===== src/rtl/vid_pattern_gen.sv =====
// Raster timing and test-pattern source. Two counters walk the frame,
// a decode stage turns the counter state into timing and pixel values,
// and one output register stage keeps rgb/dv/hs/vs/frame_start aligned.
// A start takes one arming cycle, so the first active pixel appears on
// the second edge after the edge that sampled en_i.
module vid_pattern_gen #(
    parameter int   H_ACTIVE = 1280,
    parameter int   H_FP     = 110,
    parameter int   H_SYNC   = 40,
    parameter int   H_BP     = 220,
    parameter int   V_ACTIVE = 720,
    parameter int   V_FP     = 5,
    parameter int   V_SYNC   = 5,
    parameter int   V_BP     = 20,
    parameter logic HS_POL   = 1'b1,
    parameter logic VS_POL   = 1'b1
) (
    input  logic        clk,
    input  logic        rst,
    input  logic        en_i,
    input  logic [1:0]  pattern_sel_i,
    input  logic [23:0] solid_rgb_i,
    output logic [23:0] rgb_o,
    output logic        dv_o,
    output logic        hs_o,
    output logic        vs_o,
    output logic        frame_start_o
);

    localparam int H_TOTAL = H_ACTIVE + H_FP + H_SYNC + H_BP;
    localparam int V_TOTAL = V_ACTIVE + V_FP + V_SYNC + V_BP;
    localparam int BAR_W   = H_ACTIVE / 8;

    // Counters are at least 8/4 bits wide so the ramp and checker bits exist
    localparam int HW_MIN = $clog2(H_TOTAL);
    localparam int VW_MIN = $clog2(V_TOTAL);
    localparam int HW     = (HW_MIN > 8) ? HW_MIN : 8;
    localparam int VW     = (VW_MIN > 4) ? VW_MIN : 4;
    localparam int BW     = (BAR_W > 1) ? $clog2(BAR_W) : 1;

    localparam logic [HW-1:0] H_LAST    = HW'(H_TOTAL - 1);
    localparam logic [VW-1:0] V_LAST    = VW'(V_TOTAL - 1);
    localparam logic [HW-1:0] H_ACT_END = HW'(H_ACTIVE);
    localparam logic [VW-1:0] V_ACT_END = VW'(V_ACTIVE);
    localparam logic [HW-1:0] HS_START  = HW'(H_ACTIVE + H_FP);
    localparam logic [HW-1:0] HS_END    = HW'(H_ACTIVE + H_FP + H_SYNC);
    localparam logic [VW-1:0] VS_START  = VW'(V_ACTIVE + V_FP);
    localparam logic [VW-1:0] VS_END    = VW'(V_ACTIVE + V_FP + V_SYNC);
    localparam logic [BW-1:0] BAR_LAST  = BW'(BAR_W - 1);

    typedef enum logic [1:0] {
        ST_IDLE = 2'd0,
        ST_ARM  = 2'd1,
        ST_RUN  = 2'd2
    } state_t;

    state_t          state_r;
    logic [HW-1:0]   h_cnt_r;
    logic [VW-1:0]   v_cnt_r;
    logic [BW-1:0]   bar_pix_r;
    logic [2:0]      bar_idx_r;
    logic [1:0]      sel_r;
    logic [23:0]     solid_r;

    logic            h_last_s;
    logic            v_last_s;
    logic            active_s;
    logic            hs_act_s;
    logic            vs_act_s;
    logic            fs_s;
    logic [23:0]     bar_rgb_s;
    logic [23:0]     pattern_s;
    logic [23:0]     pix_s;

    // Timing decode from the current counter state
    always_comb begin
        h_last_s = (h_cnt_r == H_LAST);
        v_last_s = (v_cnt_r == V_LAST);
        active_s = (h_cnt_r < H_ACT_END) && (v_cnt_r < V_ACT_END);
        hs_act_s = (h_cnt_r >= HS_START) && (h_cnt_r < HS_END);
        vs_act_s = (v_cnt_r >= VS_START) && (v_cnt_r < VS_END);
        fs_s     = (h_cnt_r == {HW{1'b0}}) && (v_cnt_r == {VW{1'b0}});
    end

    // Colour-bar lookup, bar index comes from the bar counter
    always_comb begin
        case (bar_idx_r)
            3'd0:    bar_rgb_s = 24'hFFFFFF;
            3'd1:    bar_rgb_s = 24'hFFFF00;
            3'd2:    bar_rgb_s = 24'h00FFFF;
            3'd3:    bar_rgb_s = 24'h00FF00;
            3'd4:    bar_rgb_s = 24'hFF00FF;
            3'd5:    bar_rgb_s = 24'hFF0000;
            3'd6:    bar_rgb_s = 24'h0000FF;
            3'd7:    bar_rgb_s = 24'h000000;
            default: bar_rgb_s = 24'h000000;
        endcase
    end

    // Pattern select on the frame-latched selection, blanked outside active
    always_comb begin
        case (sel_r)
            2'd0:    pattern_s = bar_rgb_s;
            2'd1:    pattern_s = {3{h_cnt_r[7:0]}};
            2'd2:    pattern_s = solid_r;
            2'd3:    pattern_s = (h_cnt_r[3] ^ v_cnt_r[3]) ? 24'hFFFFFF : 24'h000000;
            default: pattern_s = 24'h000000;
        endcase
        if (active_s) begin
            pix_s = pattern_s;
        end else begin
            pix_s = 24'h000000;
        end
    end

    // Control FSM, raster counters and the aligned output register stage
    always_ff @(posedge clk) begin
        if (rst) begin
            state_r       <= ST_IDLE;
            h_cnt_r       <= {HW{1'b0}};
            v_cnt_r       <= {VW{1'b0}};
            bar_pix_r     <= {BW{1'b0}};
            bar_idx_r     <= 3'd0;
            sel_r         <= 2'd0;
            solid_r       <= 24'h000000;
            rgb_o         <= 24'h000000;
            dv_o          <= 1'b0;
            hs_o          <= ~HS_POL;
            vs_o          <= ~VS_POL;
            frame_start_o <= 1'b0;
        end else begin
            case (state_r)
                ST_IDLE, ST_ARM: begin
                    h_cnt_r       <= {HW{1'b0}};
                    v_cnt_r       <= {VW{1'b0}};
                    bar_pix_r     <= {BW{1'b0}};
                    bar_idx_r     <= 3'd0;
                    rgb_o         <= 24'h000000;
                    dv_o          <= 1'b0;
                    hs_o          <= ~HS_POL;
                    vs_o          <= ~VS_POL;
                    frame_start_o <= 1'b0;
                    if (state_r == ST_ARM) begin
                        state_r <= ST_RUN;
                    end else if (en_i) begin
                        state_r <= ST_ARM;
                        sel_r   <= pattern_sel_i;
                        solid_r <= solid_rgb_i;
                    end else begin
                        state_r <= ST_IDLE;
                    end
                end
                ST_RUN: begin
                    rgb_o         <= pix_s;
                    dv_o          <= active_s;
                    hs_o          <= hs_act_s ? HS_POL : ~HS_POL;
                    vs_o          <= vs_act_s ? VS_POL : ~VS_POL;
                    frame_start_o <= fs_s;
                    if (h_last_s) begin
                        h_cnt_r   <= {HW{1'b0}};
                        bar_pix_r <= {BW{1'b0}};
                        bar_idx_r <= 3'd0;
                        if (v_last_s) begin
                            v_cnt_r <= {VW{1'b0}};
                            // Frame boundary: the only point where en_i matters
                            if (en_i) begin
                                sel_r   <= pattern_sel_i;
                                solid_r <= solid_rgb_i;
                            end else begin
                                state_r <= ST_IDLE;
                            end
                        end else begin
                            v_cnt_r <= v_cnt_r + VW'(1);
                        end
                    end else begin
                        h_cnt_r <= h_cnt_r + HW'(1);
                        if (bar_pix_r == BAR_LAST) begin
                            bar_pix_r <= {BW{1'b0}};
                            bar_idx_r <= bar_idx_r + 3'd1;
                        end else begin
                            bar_pix_r <= bar_pix_r + BW'(1);
                        end
                    end
                end
                default: begin
                    state_r       <= ST_IDLE;
                    rgb_o         <= 24'h000000;
                    dv_o          <= 1'b0;
                    hs_o          <= ~HS_POL;
                    vs_o          <= ~VS_POL;
                    frame_start_o <= 1'b0;
                end
            endcase
        end
    end

endmodule


===== config.mk =====
export PLATFORM = sky130hd
export DESIGN_NAME = vid_pattern_gen
export DESIGN_NICKNAME = d
export VERILOG_FILES = /design/src/rtl/vid_pattern_gen.sv
export SDC_FILE = /design/constraint.sdc
export NUM_CORES = 1
export LEC_CHECK = 0
export CAP_MARGIN = 40
export CORE_UTILIZATION = 45
export CTS_CLUSTER_DIAMETER = 50
export DETAILED_ROUTE_END_ITERATION = 10
export GPL_TIMING_DRIVEN = 0
export PLACE_DENSITY_LB_ADDON = 0.2
export SETUP_SLACK_MARGIN = 0.05
export SLEW_MARGIN = 10
export SYNTH_ARGS = -nofsm -noshare
export SYNTH_HDL_FRONTEND = slang
export SYNTH_SLANG_ARGS = --single-unit
export TNS_END_PERCENT = 5

===== constraint.sdc =====
create_clock -name clk -period 6.8 [get_ports clk]
set_clock_uncertainty 0.15 [all_clocks]
set_input_delay 1.36 -clock clk [delete_from_list [all_inputs] [get_ports clk]]
set_output_delay 1.36 -clock clk [all_outputs]
set_load 0.03 [all_outputs]

Word level (Yosys, flattened, before mapping)
Memories as Yosys holds them, arrays and structs flattened. A register that Yosys moved wholly into a read port is not among the register bits.
Index checks and enable logic that the tools add are counted.
{"block": "op_classes", "magnitude_cmp": 6, "eq_ne": 13, "add_sub_neg": 4, "mux": 33, "n_reduce_logical": 16, "bitwise": 3}
{"op": "$mux 24", "n": 5}
{"op": "$pmux 24 s4", "n": 1}
{"op": "$pmux 24 s2", "n": 1}
{"op": "$lt 11x11->1 const B", "n": 2}
{"op": "$pmux 11 s2", "n": 1}
{"op": "$lt 10x10->1 const B", "n": 2}
{"op": "$mux 10", "n": 2}
{"op": "$pmux 10 s2", "n": 1}
{"op": "$mux 2", "n": 8}
{"op": "$mux 8", "n": 2}
{"op": "$pmux 8 s2", "n": 1}
{"op": "$mux 3", "n": 4}
{"op": "$add 11x1->11 const B", "n": 1}
{"op": "$eq 11x11->1 const B", "n": 1}
{"op": "$ge 11x11->1 const B", "n": 1}
{"op": "$logic_not 11->1", "n": 1}
{"op": "$mux 11", "n": 1}
{"op": "$add 10x1->10 const B", "n": 1}
{"op": "$eq 10x10->1 const B", "n": 1}
{"op": "$ge 10x10->1 const B", "n": 1}
{"op": "$logic_not 10->1", "n": 1}
{"op": "$add 8x1->8 const B", "n": 1}
{"op": "$eq 8x8->1 const B", "n": 1}
{"op": "$ne 2x2->1 const B", "n": 4}
{"op": "17 further kinds", "n": 30}
{"block": "word_totals", "mem_count": 1, "wordCells": 88, "inputBits": 29, "output_inout_bits": 28, "rom_bits": 192, "register_bits": 88}
{"name": "(no name shown)", "depth": 8, "width": 24, "rd": 1, "rd_clocked_by_memory_dff": 1, "wr": 0, "line": "87", "text": "case (bar_idx_r)"}

Logic depth before layout (Yosys ltp)
Gate-level depths: netlist (run 1).
{"block": "logic_depth", "word_depth": 6, "ltp_mapped": 8, "depth_no_buf": 6}

Least setup slack after synthesis (run 1)
No wires, ideal clock.
{"block": "synth_path", "path_type": "input-to-reg", "startpoint": "in rst", "endpoint": "reg h_cnt_r[2]", "t_required_ns": 6.576, "path_stages": 8, "setup_ns": 0.074, "setup_slack_ns": 3.717, "t_arrival_ns": 2.859, "n_path_buf": 4, "cell_sequence": "clkbuf_1 > or3b_1 > clkbuf_1 > a31oi_1 > clkbuf_1 > buf_2 > a21oi_1 > a31oi_1"}
{"item": "from (decl)", "line": "19", "text": "input logic rst,"}
{"item": "to (signal assigned)", "line": "120", "text": "h_cnt_r <= {HW{1'b0}};"}
{"item": "to (signal assigned)", "line": "134", "text": "h_cnt_r <= {HW{1'b0}};"}
{"item": "to (signal assigned)", "line": "160", "text": "h_cnt_r <= {HW{1'b0}};"}
{"item": "to (decl)", "line": "58", "text": "logic [HW-1:0] h_cnt_r;"}

==> summary.txt, run 1 <==
Status: complete, no violations
Number of port buffers: 55
Power share of the sequential group: 48.4%
# DRC: 0
First-pass GRT wire length: 17510 µm
R2r setup slk: 4170 ps
Yosys cell types: 67
Syn_nets: 554
CP arrival: 3450 ps
CTS buffer count: 9
Startpoint types: input pin
Pwr Density: 208.4 nW/µm²
Final WL: 10820 µm
Mapped Area: 4601 µm²
Vias per inst: 5.397
Yosys Warn Count: 0
Die H: 103.1 µm
First DRT Iteration DRCs: 178
Cells after synthesis: 516
Async set-reset flop share out of synthesis: 0%
Worst R2R Start: state_r[1]
GPL Wtd Cong: 0.8523
Avg WL per Cell: 15.02 µm
Period minus WS final: 3307 ps
Hold Crit Start: solid_r[4]
Core Footprint: 9819 µm²
Dpl ws: 3125 ps
Synth top area cells: dfxtp_1, mux2i_1, nand2b_1
Post-CTS Resized: 0
Starting Density: 46.85%
Max Cap Viol: 0
Final setup vio count: 0
Peak VDD IR: 94.52 µV
Clk Latency, worst-skew pair: 370 ps
Ports: 57
Nets@finish: 620
Final Hold Viols: 0
Max FO, Critical Path: 10
Final Max Slew Viols: 0
Combinational share of power: 13.1%
Tightest Hold Check Type: reg -> reg
Post-synth top flop: dfxtp_1
Actual slew at the worst max-slew pin: 692.4 ps
Cell chosen for the clock root: clkbuf_8
CP Class: in -> reg
Cell Int Power: 870.8 µW
Rows: 36
Vias in the first global route: 3564
Initial antenna violation count: 0
Postcts setup bufs: 0
Commonest non-fill, non-tap cell in the layout: dfxtp_1
Sum Neg Setup Slack: 0 ps
RSZ-0062 raised after global routing: false
Leak: 0.002123 µW
Switch share: 24.91%
H-tree lvl count: 3
Yosys top cell by area: dfxtp_1
Synth Area per Inst: 8.916 µm²
Hold Path Depth: 2
TritonCTS clock tree: built
Most frequent cells in the layout: dfxtp_1, clkdlybuf4s50_1, nand2_1, a21oi_1, nand2b_1
Die X: 103.1 µm
Post-detailed-route count of antenna-violating nets: 0
Net Sw Power: 288.9 µW
Area delta synth->final: 20.97%
Max frequency: 0.3024 GHz
Clk sinks: 91
HPWL Detailed: 8192 µm
End of the worst hold path: solid_r[4]
Final Worst Setup Slack: 3493 ps
EDFF count, synth: 0
Die area: 10630 µm²
Gr usage total: 21.78%
Clock Tree Buf Depth: 2
Clk pwr share: 38.6%
Layout cell share with drive strength beyond 1: 8.348%
Cells on worst reg2reg path: 8
Slew HR: 53.59%
Register bit count reported by yosys: 91
Pre-antenna DRT Iters: 5
Worst flop-to-flop path endpoint: h_cnt_r[7]
Clk slew on worst S/H paths: 90 ps
Hold buffers post-CTS: 0
Period utilisation layout: 48.63%
Post-synthesis sequential area ratio: 39.60%
# diodes: 0
Via count: 3886
WP data required: 6940 ps
Grt ovf: 0
Crit end category: flip-flop
Share of Yosys cell area claimed by the top area cell type: 39.60%
Largest net degree at the start of global routing: 17
==> per-stage QoR <==
step	utilization, %	total power [µW]	hold slack [ps]	instance area [µm²]	std cells
after detailed placement	54.15	723.7	322.8	5318	704
after CTS	56.68	1168	334.7	5565	720
final	56.68	1160	337.4	5565	720
after floorplan	-	670.9	301.3	4601	516
after global routing	56.68	1207	343.2	5565	720
after global placement	54.15	720.5	312.6	5318	704
==> synthesized netlist by cell type, drive strengths merged (2+ instances only) <==
library cell / n
clkbuf: 27
nor2b: 5
inv: 20
and3: 9
o22ai: 2
a22oi: 3
a22o: 2
a41oi: 3
a21o: 2
or2b: 20
and3b: 2
a31oi: 12
o21ai: 10
ha: 9
o41a: 2
nor2: 28
nand3b: 2
nand2: 39
nand4: 11
o21a: 12
nor4: 5
o31ai: 4
nand3: 19
o31a: 2
o211ai: 4
o221a: 10
and2: 4
nor3b: 2
dfxtp: 91
nand2b: 37
or2: 2
and4: 4
buf: 11
mux2i: 32
xor2: 4
nor3: 7
a21oi: 39
o22a: 2
==> power by group through the flow <==
stage	logic [µW]	registers, µW	clock network (µW)
6_report	151	561	447
5_1_grt	164	564	479
4_1_cts	151	561	456
3_5_place_dp	150	574	0
3_3_place_gp	148	573	0
2_1_floorplan	87.7	583	0
==> worst max-delay path, cell delays in order <==
cell and delay (ps):
clkbuf_1 230, or3b_1 410, clkbuf_1 190, a31oi_1 280, clkbuf_1 410, buf_2 330
a21oi_1 100, a31oi_1 150
==> worst max-delay path by stage <==
stage,startpoint,endpoint,depth (start not counted)
after CTS,rst,h_cnt_r[7],8
final,rst,h_cnt_r[7],8
after detailed placement,rst,h_cnt_r[7],8
after global placement,rst,h_cnt_r[2],8
after floorplan,rst,h_cnt_r[2],8
after global routing,rst,h_cnt_r[4],8
==> flip-flops by register name, indices dropped and copies added (netlist names) <==
signal,flops
state_r,2
rgb_o,24
bar_rgb_s,3
bar_idx_r,3
h_cnt_r,11
v_cnt_r,10
hs_o,1
sel_r,2
bar_pix_r,8
frame_start_o,1
solid_r,24
dv_o,1
vs_o,1
==> metal layers <==
layer | global-route usage [%] | vias to the layer above | share of wire, %
met2 | 33.44 | 79 | 44
met4 | 7.042 | 0 | 1.3
met5 | 0 | - | 0
met3 | 4.000 | 12 | 3.6
li1 | - | 1956 | -
met1 | 30.80 | 1839 | 51
==> logic make-up (layout without fill, tap and decap cells) <==
group / Yosys count / count (layout) / share of synthesized area, %
DFF: 91 / 91 / 39.60
AOI/OAI and AO/OA: 116 / 116 / 17.41
and+or+nand+nor: 202 / 202 / 24.72
muxes: 33 / 33 / 7.207
adders and majority gates: 9 / 9 / 2.448
buffers and inverters: 60 / 131 / 7.669
xor gates and xnor gates: 5 / 5 / 0.9518
==> cell type report <==
class                   count  area, µm²
plain buffers              40      277.8
clock buffers               9      123.9
clock inverters             7      123.9
fillers                   943       4254
inverters                  20      75.07
multi-input cells         365       2426
flip-flops and latches     91       1822
well taps                 133      166.4
repair buffers             55      550.5
Note: power is estimated with default switching activity, not from simulation.
==> run 2: changes to the inputs <==
==> constraint.sdc (replaced) <==
create_clock -name clk -period 2.9 [get_ports clk]
set_clock_uncertainty 0.15 [all_clocks]
set_input_delay 0.58 -clock clk [delete_from_list [all_inputs] [get_ports clk]]
set_output_delay 0.58 -clock clk [all_outputs]
set_load 0.03 [all_outputs]
==> run 2 against run 1 <==
Compared with the run above: cell count unchanged; hold slack about the same; first-iteration DRC count up 5.1%; sequential cell count unchanged; critical endpoint unchanged; clock power up 140%; register-to-register slack worse by 3900 ps; combinational power up 140%; die area unchanged; global-route usage unchanged.
==> summary.txt, run 2 (synthesis results as in run 1) <==
Status: complete, no violations
Final Hold Viols: 0
Pwr Density: 490.1 nW/µm²
Slew HR: 54.81%
Worst R2R Start: state_r[1]
# diodes: 0
Starting Density: 46.85%
Avg WL per Cell: 15.11 µm
Ports: 57
Via count: 3886
Post-detailed-route count of antenna-violating nets: 0
CP arrival: 2790 ps
# placed instances: 704
Die area: 10630 µm²
First-pass GRT wire length: 17510 µm
Commonest non-fill, non-tap cell in the layout: dfxtp_1
Die X: 103.1 µm
Post-DP Area: 5318 µm²
Postcts setup bufs: 0
Critical Path Start: state_r[1]
WP data required: 3040 ps
Clk sinks: 91
Final WL: 10880 µm
Area delta synth->final: 21.02%
Period utilisation layout: 91.26%
Clk Latency, worst-skew pair: 370 ps
# DRC: 0
GPL Wtd Cong: 0.8523
Finished Layout Cells: 720
Rows: 36
Max FO, Critical Path: 10
Clk slew on worst S/H paths: 90 ps
TritonCTS clock tree: built
Startpoint types: flip-flop
First DRT Iteration DRCs: 187
Core Footprint: 9819 µm²
Pre-antenna DRT Iters: 4
Peak VDD IR: 221.8 µV
Vias per inst: 5.397
Die H: 103.1 µm
Final setup vio count: 0
Crit-path most repeated cell: clkbuf_1
Number of port buffers: 55
Max frequency: 0.3778 GHz
Finished Cell Area: 5568 µm²
Final Max Slew Viols: 0
Top flop regs: rgb_o: 24 flops, solid_r: 24 flops, h_cnt_r: 11 flops
Tightest Hold Check Type: reg -> reg
Cell chosen for the clock root: clkbuf_8
Nets@finish: 620
Worst path cell trace: clkbuf_1 -> or3b_1 -> clkbuf_1 -> a31oi_1 -> clkbuf_1 -> buf_2 -> a21oi_1 -> a31oi_1
Layout cell share with drive strength beyond 1: 8.518%
Post-CTS Resized: 0
RSZ-0062 raised after global routing: false
Vias in the first global route: 3564
HPWL Detailed: 8192 µm
Final core utilization: 56.70%
Slowest-stage cell, CP: clkbuf_1
Sum Neg Setup Slack: 0 ps
Leak: 0.002123 µW
Actual slew at the worst max-slew pin: 674.2 ps
Period minus WS final: 2647 ps
Hold Slack: 337.3 ps
Clock Tree Buf Depth: 2
CTS buffer count: 9
Grt ovf: 0
Largest net degree at the start of global routing: 17
Crit path largest cell delay: 420 ps
Hold buffers post-CTS: 0
CP Class: reg -> reg
Hold Crit Start: solid_r[4]
Max Cap Viol: 0
H-tree lvl count: 3
Crit end category: flip-flop
Gr usage total: 21.78%
Initial antenna violation count: 0
Most frequent cells in the layout: dfxtp_1, clkdlybuf4s50_1, nand2_1, a21oi_1, nand2b_1
## run 2: cell count changes in the layout (fill, tap and decap cells not counted)
cell / before / now
nor2b_2: 0 / 1
nor2b_1: 5 / 4
## run 2: critical path, delay by kind of cell, from the launching register on
| family | cells | cell delay (ps) |
|---|---|---|
| buf+inv | 4 | 1200 |
| compound gates | 3 | 520 |
| flops | 1 | 320 |
| simple gates | 1 | 380 |
## run 2: per-layer routing
metal / global-route usage (%) / vias to the layer above / routed length, µm
met2: 33.44 / 89 / 4784
li1: - / 1955 / -
met5: 0 / - / 0
met1: 30.80 / 1830 / 5384
met4: 7.042 / 0 / 139
met3: 4.000 / 12 / 572
## run 2: where the power goes
group,internal [µW],switching [µW]
Sequential,1290,21.9
Combinational,170,185
Clock,578,479
## run 2: cell type report
| class | count | area [µm²] |
|---|---|---|
| plain buffers | 40 | 277.8 |
| clock inverters | 7 | 123.9 |
| fillers | 942 | 4252 |
| clock buffers | 9 | 123.9 |
| multi-input cells | 365 | 2429 |
| flip-flops and latches | 91 | 1822 |
| inverters | 20 | 75.07 |
| well taps | 133 | 166.4 |
| repair buffers | 55 | 550.5 |
## run 2: worst paths after layout
kind	end	depth (start not counted)	slack, ps
worst min-delay path	solid_r[4]	2	340
worst min register to register	solid_r[4]	2	340
worst max register to register	h_cnt_r[7]	8	250
worst max-delay path	h_cnt_r[7]	8	250
## run 2: metrics by stage
| step | setup slack, ps | total power (µW) |
|---|---|---|
| global placement | 29.16 | 1690 |
| global route | 55.10 | 2830 |
| floorplan | 596.7 | 1573 |
| detailed placement | 5.137 | 1697 |
| finish | 253.4 | 2729 |
| CTS | 284.8 | 2739 |
==> run 3: changes to the inputs <==
--- a/config.mk
+++ b/config.mk
@@ -6,12 +6,11 @@
 export NUM_CORES = 1
 export LEC_CHECK = 0
 export CAP_MARGIN = 40
-export CORE_UTILIZATION = 45
+export CORE_UTILIZATION = 50
 export CTS_CLUSTER_DIAMETER = 50
 export DETAILED_ROUTE_END_ITERATION = 10
 export GPL_TIMING_DRIVEN = 0
 export PLACE_DENSITY_LB_ADDON = 0.2
-export SETUP_SLACK_MARGIN = 0.05
 export SLEW_MARGIN = 10
 export SYNTH_ARGS = -nofsm -noshare
 export SYNTH_HDL_FRONTEND = slang
==> run 3 against run 2 <==
Compared with the run above: final area down 1.6%; via count grew 0.85%; global-route usage increased by 1.7 points; core utilization grew 5.5 points; combinational power is essentially flat; the run now ends with DRC left; count of clock-buffer cells in the layout stayed put; fmax decreased by 2.0%; sequential cell count stayed put; first-iteration DRC count up 9.6%; hold slack improved by 1.0 ps; largest power group unchanged; critical endpoint is now h_cnt_r[10].
==> summary.txt, run 3 (synthesis results as in run 1) <==
Tightest Hold Check Type: reg -> reg
WP data required: 3060 ps
Worst path cell trace: clkbuf_1 -> or3b_1 -> clkbuf_1 -> a31oi_1 -> clkbuf_1 -> buf_2 -> o311ai_0 -> nand2_1
Clock Tree Buf Depth: 2
Slew HR: 57.19%
Hold buffers post-CTS: 0
CP arrival: 2860 ps
Max FO, Critical Path: 10
Crit path largest cell delay: 420 ps
# placed instances: 679
Largest net degree at the start of global routing: 19
Gr usage total: 23.49%
Avg WL per Cell: 15.57 µm
Period minus WS final: 2699 ps
Pre-antenna DRT Iters: 8
Clk sinks: 91
Critical Path Start: state_r[1]
Number of port buffers: 55
Layout cell share with drive strength beyond 1: 8.348%
Starting Density: 52.24%
# DRC: 6
H-tree lvl count: 3
Final Max Slew Viols: 0
Area delta synth->final: 19.06%
Clk slew on worst S/H paths: 100 ps
Rows: 34
Max Cap Viol: 0
TritonCTS clock tree: built
Clk Latency, worst-skew pair: 370 ps
First DRT Iteration DRCs: 205
Final core utilization: 62.21%
Actual slew at the worst max-slew pin: 638.6 ps
Period utilisation layout: 93.08%
Cell chosen for the clock root: clkbuf_8
Slowest-stage cell, CP: clkbuf_1
CP Class: reg -> reg
Max frequency: 0.3705 GHz
HPWL Detailed: 8154 µm
Initial antenna violation count: 0
Ports: 57
Via count: 3919
Final WL: 10820 µm
Startpoint types: flip-flop
Top flop regs: rgb_o: 24 flops, solid_r: 24 flops, h_cnt_r: 11 flops
Vias per inst: 5.639
Status: finished, violations left
Die area: 9589 µm²
Failing checks: DRC
Fill cell count: 770
Most frequent cells in the layout: dfxtp_1, clkdlybuf4s50_1, nand2_1, a21oi_1, nand2b_1
Sum Neg Setup Slack: 0 ps
Die H: 97.93 µm
Cells on worst reg2reg path: 8
Vias in the first global route: 3723
RSZ-0062 raised after global routing: false
Hold Path Depth: 2
Crit end category: flip-flop
Nets@finish: 620
Worst R2R Start: state_r[1]
Peak VDD IR: 276.0 µV
Commonest non-fill, non-tap cell in the layout: dfxtp_1
Pwr Density: 462.4 nW/µm²
Leak: 0.002099 µW
Post-CTS Resized: 0
Die X: 97.93 µm
Grt ovf: 0
End of the worst hold path: solid_r[5]
Crit-path most repeated cell: clkbuf_1
Post-detailed-route count of antenna-violating nets: 0
Core Footprint: 8806 µm²
Worst flop-to-flop path endpoint: h_cnt_r[10]
Finished Layout Cells: 695
GPL Wtd Cong: 0.8502
# diodes: 0
CTS buffer count: 9
Postcts setup bufs: 0
First-pass GRT wire length: 18210 µm
R2r setup slk: 200 ps
Hold Slack: 338.4 ps
Hold Crit Start: solid_r[5]
Final Hold Viols: 0
Final setup vio count: 0
==> run 3: area by class of cell <==
cell class                 instances  area (µm²)  area share (%)
multi-input combinational        365        2426           44.29
clock buffer                       9       123.9           2.261
buffer                            40       277.8           5.071
sequential                        91        1822           33.26
clock inverter                     7       67.56           1.233
timing repair buffer              55       550.5           10.05
inverter                          20       75.07           1.370
tap                              108       135.1           2.467
==> run 3: power by group <==
part / total (µW) / leakage, µW / internal, µW / switching (µW)
clock: 861 / 0.0000962 / 337 / 524
sequential: 1320 / 0.000739 / 1290 / 23.3
combinational: 355 / 0.00126 / 170 / 185
==> run 3: metrics by stage <==
stage / setup WS (ps) / power (µW) / instance area (µm²)
2_1_floorplan: 596.7 / 1573 / 4601
3_3_place_gp: 97.66 / 1689 / 5286
3_5_place_dp: -0.7256 / 1696 / 5286
4_1_cts: 262.9 / 2538 / 5478
6_report: 200.7 / 2533 / 5478
5_1_grt: 82.24 / 2619 / 5478
==> run 3: per-layer routing <==
metal / track usage (%) / vias up / routed length (µm)
met5: 0 / - / 0
met4: 7.343 / 0 / 136
met3: 3.150 / 16 / 545
met2: 36.24 / 115 / 4718
met1: 33.93 / 1825 / 5421
li1: - / 1963 / -
==> run 3: how the worst max path moves through the flow <==
stage | end | slack (ps) | cells after the start
after CTS | h_cnt_r[10] | 260 | 8
after global placement | h_cnt_r[2] | 100 | 8
final | h_cnt_r[10] | 200 | 8
after global routing | h_cnt_r[10] | 80 | 8
after floorplan | h_cnt_r[2] | 600 | 8
after detailed placement | h_cnt_r[10] | -0.7 | 8
==> run 3: critical path: cells and delay by family (launching register included) <==
family | cells | cell delay, ps
buf+inv | 4 | 1210
compound gates | 2 | 480
flops | 1 | 320
simple gates | 2 | 480
